### config.mk
export PLATFORM = sky130hd
export DESIGN_NAME = maze_carver
export DESIGN_NICKNAME = d
export VERILOG_FILES = /design/src/rtl/maze_pkg.sv /design/src/rtl/maze_lfsr16.sv /design/src/rtl/maze_carver.sv
export SDC_FILE = /design/constraint.sdc
export NUM_CORES = 2
export LEC_CHECK = 0
export CORE_AREA = 2 2 509 511
export CTS_CLUSTER_DIAMETER = 60
export DETAILED_ROUTE_END_ITERATION = 12
export DIE_AREA = 0 0 511 513
export PLACE_DENSITY = 0.59
export SLEW_MARGIN = 20
export SYNTH_ARGS = -nofsm -noshare
export SYNTH_HDL_FRONTEND = slang
export SYNTH_HIERARCHICAL = 1
export SYNTH_SLANG_ARGS = --single-unit
### constraint.sdc
create_clock -name clk -period 51.2 [get_ports clk]
set_clock_uncertainty 0.15 [all_clocks]
set_input_delay 10.24 -clock clk [delete_from_list [all_inputs] [get_ports clk]]
set_output_delay 10.24 -clock clk [all_outputs]
set_load 0.02 [all_outputs]
### src/rtl/maze_pkg.sv
// Shared maze definitions: direction codes, wall bit positions, carver states.
// Imported by the carver, the renderer and the player-move logic.
package maze_pkg;

  localparam logic [1:0] DIR_N = 2'd0;
  localparam logic [1:0] DIR_E = 2'd1;
  localparam logic [1:0] DIR_S = 2'd2;
  localparam logic [1:0] DIR_W = 2'd3;

  localparam int WALL_EAST  = 0;
  localparam int WALL_SOUTH = 1;

  typedef enum logic [2:0] {
    ST_IDLE,
    ST_CLEAR,
    ST_INIT,
    ST_STEP,
    ST_DONE
  } maze_state_e;

  function automatic int cell_idx_w(input int n_cells);
    return (n_cells > 1) ? $clog2(n_cells) : 1;
  endfunction

endpackage

### src/rtl/maze_lfsr16.sv
// Free-running 16-bit Galois LFSR, x^16+x^14+x^13+x^11+1, shifting right.
// Steps every cycle; reset reloads SEED.
module maze_lfsr16 #(
  parameter logic [15:0] SEED = 16'hACE1
) (
  input  logic        clk,
  input  logic        rst,
  output logic [15:0] lfsr_out
);

  logic [15:0] lfsr_q, lfsr_d;

  always_comb begin
    lfsr_d = {1'b0, lfsr_q[15:1]};
    if (lfsr_q[0]) lfsr_d = lfsr_d ^ 16'hB400;
  end

  always_ff @(posedge clk) begin
    if (rst) lfsr_q <= SEED;
    else     lfsr_q <= lfsr_d;
  end

  assign lfsr_out = lfsr_q;

endmodule

### src/rtl/maze_carver.sv
// Randomized depth-first backtracker carving a perfect maze into per-cell
// east/south wall bits, with a registered write-first read port.
module maze_carver
  import maze_pkg::*;
#(
  parameter int          W    = 16,
  parameter int          H    = 12,
  parameter logic [15:0] SEED = 16'hACE1
) (
  input  logic                 clk,
  input  logic                 rst,
  input  logic                 carve,
  output logic                 finished_carve,
  output logic                 busy,
  input  logic [$clog2(W)-1:0] rd_x,
  input  logic [$clog2(H)-1:0] rd_y,
  output logic [1:0]           rd_walls
);

  localparam int N  = W * H;
  localparam int CW = cell_idx_w(N);
  localparam int SW = $clog2(N + 1);

  maze_state_e   state_q, state_d;
  logic          carve_q;
  logic [CW-1:0] cnt_q, cnt_d;
  logic [SW-1:0] sp_q, sp_d;
  logic [N-1:0]  visited_q, visited_d;
  logic [N-1:0]  east_q, east_d;
  logic [N-1:0]  south_q, south_d;
  logic [1:0]    rd_walls_q, rd_walls_d;

  logic [CW-1:0] stack_mem [N];
  logic          stack_we;
  logic [CW-1:0] stack_wa, stack_wd;

  logic [15:0]   lfsr;
  logic [1:0]    r;
  logic          unused_lfsr;

  logic [CW-1:0] top, top_x, top_y, nbr;
  logic [CW-1:0] nb [4];
  logic [3:0]    mask;
  logic [1:0]    dir, cand;
  logic          found;

  logic [CW-1:0] rd_idx;
  logic          rd_ok;

  maze_lfsr16 #(.SEED(SEED)) u_lfsr (
    .clk      (clk),
    .rst      (rst),
    .lfsr_out (lfsr)
  );

  assign r           = lfsr[1:0];
  assign unused_lfsr = ^lfsr[15:2];

  // Top-of-stack cell, its in-bounds unvisited neighbours, and the random pick.
  always_comb begin
    top   = stack_mem[CW'(sp_q - 1'b1)];
    top_x = top % CW'(W);
    top_y = top / CW'(W);
    nb[DIR_N] = top - CW'(W);
    nb[DIR_E] = top + 1'b1;
    nb[DIR_S] = top + CW'(W);
    nb[DIR_W] = top - 1'b1;
    mask = '0;
    mask[DIR_N] = (top_y != '0)         && !visited_q[nb[DIR_N]];
    mask[DIR_E] = (top_x != CW'(W - 1)) && !visited_q[nb[DIR_E]];
    mask[DIR_S] = (top_y != CW'(H - 1)) && !visited_q[nb[DIR_S]];
    mask[DIR_W] = (top_x != '0)         && !visited_q[nb[DIR_W]];
    dir   = '0;
    cand  = '0;
    found = 1'b0;
    for (int k = 0; k < 4; k++) begin
      cand = r + 2'(k);
      if (!found && mask[cand]) begin
        found = 1'b1;
        dir   = cand;
      end
    end
    nbr = nb[dir];
  end

  always_comb begin
    state_d   = state_q;
    cnt_d     = cnt_q;
    sp_d      = sp_q;
    visited_d = visited_q;
    east_d    = east_q;
    south_d   = south_q;
    stack_we  = 1'b0;
    stack_wa  = '0;
    stack_wd  = '0;
    case (state_q)
      ST_IDLE: begin
        if (carve && !carve_q) begin
          state_d = ST_CLEAR;
          cnt_d   = '0;
        end
      end
      ST_CLEAR: begin
        east_d[cnt_q]    = 1'b1;
        south_d[cnt_q]   = 1'b1;
        visited_d[cnt_q] = 1'b0;
        cnt_d            = cnt_q + 1'b1;
        if (cnt_q == CW'(N - 1)) state_d = ST_INIT;
      end
      ST_INIT: begin
        visited_d[0] = 1'b1;
        stack_we     = 1'b1;
        sp_d         = SW'(1);
        state_d      = ST_STEP;
      end
      ST_STEP: begin
        if (mask != 4'b0000) begin
          // West/north walls live in the neighbour's east/south bit.
          case (dir)
            DIR_N:   south_d[nbr] = 1'b0;
            DIR_E:   east_d[top]  = 1'b0;
            DIR_S:   south_d[top] = 1'b0;
            default: east_d[nbr]  = 1'b0;
          endcase
          visited_d[nbr] = 1'b1;
          stack_we       = 1'b1;
          stack_wa       = CW'(sp_q);
          stack_wd       = nbr;
          sp_d           = sp_q + 1'b1;
        end else begin
          sp_d = sp_q - 1'b1;
          if (sp_d == '0) state_d = ST_DONE;
        end
      end
      ST_DONE: state_d = ST_IDLE;
      default: state_d = ST_IDLE;
    endcase
  end

  // Write-first read: the port sees this cycle's wall update.
  always_comb begin
    rd_idx     = CW'(rd_y) * CW'(W) + CW'(rd_x);
    rd_ok      = (int'(rd_x) < W) && (int'(rd_y) < H);
    rd_walls_d = rd_ok ? {south_d[rd_idx], east_d[rd_idx]} : 2'b11;
  end

  always_ff @(posedge clk) begin
    if (rst) begin
      state_q    <= ST_IDLE;
      carve_q    <= 1'b0;
      cnt_q      <= '0;
      sp_q       <= '0;
      rd_walls_q <= 2'b00;
    end else begin
      state_q    <= state_d;
      carve_q    <= carve;
      cnt_q      <= cnt_d;
      sp_q       <= sp_d;
      rd_walls_q <= rd_walls_d;
      visited_q  <= visited_d;
      east_q     <= east_d;
      south_q    <= south_d;
    end
  end

  always_ff @(posedge clk) begin
    if (!rst && stack_we) stack_mem[stack_wa] <= stack_wd;
  end

  always_comb begin
    busy           = (state_q != ST_IDLE);
    finished_carve = (state_q == ST_DONE);
  end

  assign rd_walls = rd_walls_q;

endmodule

==> flow_summary.toml <==
[clocking]
post_cts_buffers = 0
clockBufferDepth = 4
root_buffer = "clkbuf_16"
path_clk_slew_ns = 0.07
h-tree-depth = 4
cts.sinks = 2150
holdBufCountCts = 0
cts_tree = "built"
numCtsBuffers = 243
clk_latency_ns = 0.96
cts_resized = 0

[worst_hold_path]
hp-start = "u_lfsr/lfsr_out[6]$_SDFF_PP1_"
hold_path.class = "reg2reg"

[route]
ant_nets = 0
drcViolationCount = 0
drt_iter0_drc = 11946
wl_per_cell_um = 39.2
dr.pass1.iters = 7
routed_via_density = 6.87
num_vias = 75396
wl_mm = 431

[floorplan]
dieArea_um2 = 262000
start_util = 0.399
fp-row-count = 186
die_x_um = 511
coreArea_um2 = 256000
io_pins = 15
die_h_um = 513

[global_routing]
grtUsageTotal = 0.319
grt_pass1_wl_mm = 588
grt_pass1_vias = 71200
met2_usage = 0.472
grt-busiest-layer = "met2"
overflow = 0
use_met3 = 0.0900
antenna_found_initial = 29
grt_max_degree = 193
met1_usage = 0.410

[setup_path]
critical_path_arrival_ns = 15.24
slowest_stage = "buf_4"
path_buf_inv = 8
r2r_end = "rd_walls[1]$_SDFF_PP0_"
critPathMaxStageDelay_ns = 0.81
crit_start = "sp_q[0]$_SDFFE_PP0N_"
endpoint_kind = "flop"
path_class = "reg2reg"
cp_top_family = "compound AO/OA/AOI/OAI gates"
crit_path_max_fanout = 124
timing.rr.start = "sp_q[0]$_SDFFE_PP0N_"
cp-endpoint = "rd_walls[1]$_SDFF_PP0_"
required_ns = 51.89
worstRegToRegCells = 32
worst-r2r-setup-slack_ns = 36.65
crit_path_frequent_cell = "buf_4"
critPathLaunchType = "flop"
cp_num_cells = 32

[cells_and_area]
final_cell_mix = "2112 x edfxtp_1, 850 x a21oi_1, 561 x nor2_1, 453 x nand2_1, 397 x mux4_2"
fin_cells = 10972
syn_to_final_growth_pct = 12.0
fillers = 22759
layout_commonest_cell = "edfxtp_1"
nNetsFinal = 7396
drive_gt1_frac = 0.181

[synthesis]
syn_nets = 7430
yosysWarnings = 6
synth_cells = 7407
synthesis.area_um2 = 102000
syn_area_per_cell_um2 = 13.8

[timing]
tightest_slew_ns = 1.37
slew_violations = 0
finalSetupTns_ns = 0
rsz0062_at_grt = "false"
hold_viol = 0
slew_headroom = 0.0854
min_period_over_period = 0.284
period_minus_slack_ns = 14.55
max_freq_mhz = 68.7
setup_viol = 0

[place]
place_hpwl_mm = 275
gp_congestion = 1.01
io_buffers = 14
dp_cells = 10512

[run_status]
outcome = "complete, no violations"

[job]
drv_cap = 0
[per-layer routing]
metal,vias to the layer above,part of all wire
li1,29819,-
met1,38401,0.38
met2,5706,0.43
met3,1450,0.11
met4,20,0.076
met5,-,0.00033
[metrics by stage]
stage	utilization	setup slack, ns	hold slack, ns	area (um2)
3_3_place_gp	0.416	36.50	0.243	106000
3_5_place_dp	0.416	36.42	0.243	107000
6_report	0.447	36.65	0.256	114000
5_1_grt	0.446	36.37	0.267	114000
2_1_floorplan	-	25.95	0.233	102000
4_1_cts	0.446	37.08	0.257	114000
[area by class of cell]
class / instances / area (um2) / share of cell area
Sequential cell: 2150 / 64200 / 0.561
Antenna cell: 20 / 50.0 / 0.000437
Tap cell: 3384 / 4230 / 0.0370
Clock buffer: 279 / 6280 / 0.0549
Timing Repair Buffer: 318 / 2550 / 0.0223
Clock inverter: 161 / 1520 / 0.0132
Multi-Input combinational cell: 4600 / 35400 / 0.309
Inverter: 60 / 235 / 0.00206
[worst min-delay path by stage]
stage,end,slack [ns],cells after the start
final,u_lfsr/lfsr_out[5]$_SDFF_PP1_,0.26,1
after global routing,u_lfsr/lfsr_out[5]$_SDFF_PP1_,0.27,1
after global placement,u_lfsr/lfsr_out[5]$_SDFF_PP1_,0.24,1
after detailed placement,u_lfsr/lfsr_out[5]$_SDFF_PP1_,0.24,1
after floorplan,u_lfsr/lfsr_out[11]$_SDFF_PP1_,0.23,1
after CTS,u_lfsr/lfsr_out[5]$_SDFF_PP1_,0.26,1
[state kept, by name, indices dropped and copies added, names as in the netlist]
register	flops
carve_q	1
cnt_q	8
east_q	192
rd_walls	2
south_q	192
sp_q	8
stack_mem	1536
state_q	3
u_lfsr/lfsr_out	16
visited_q	192
Power is not shown: default switching activity piles up to over one toggle a cycle in this logic, so the estimate is an artifact.
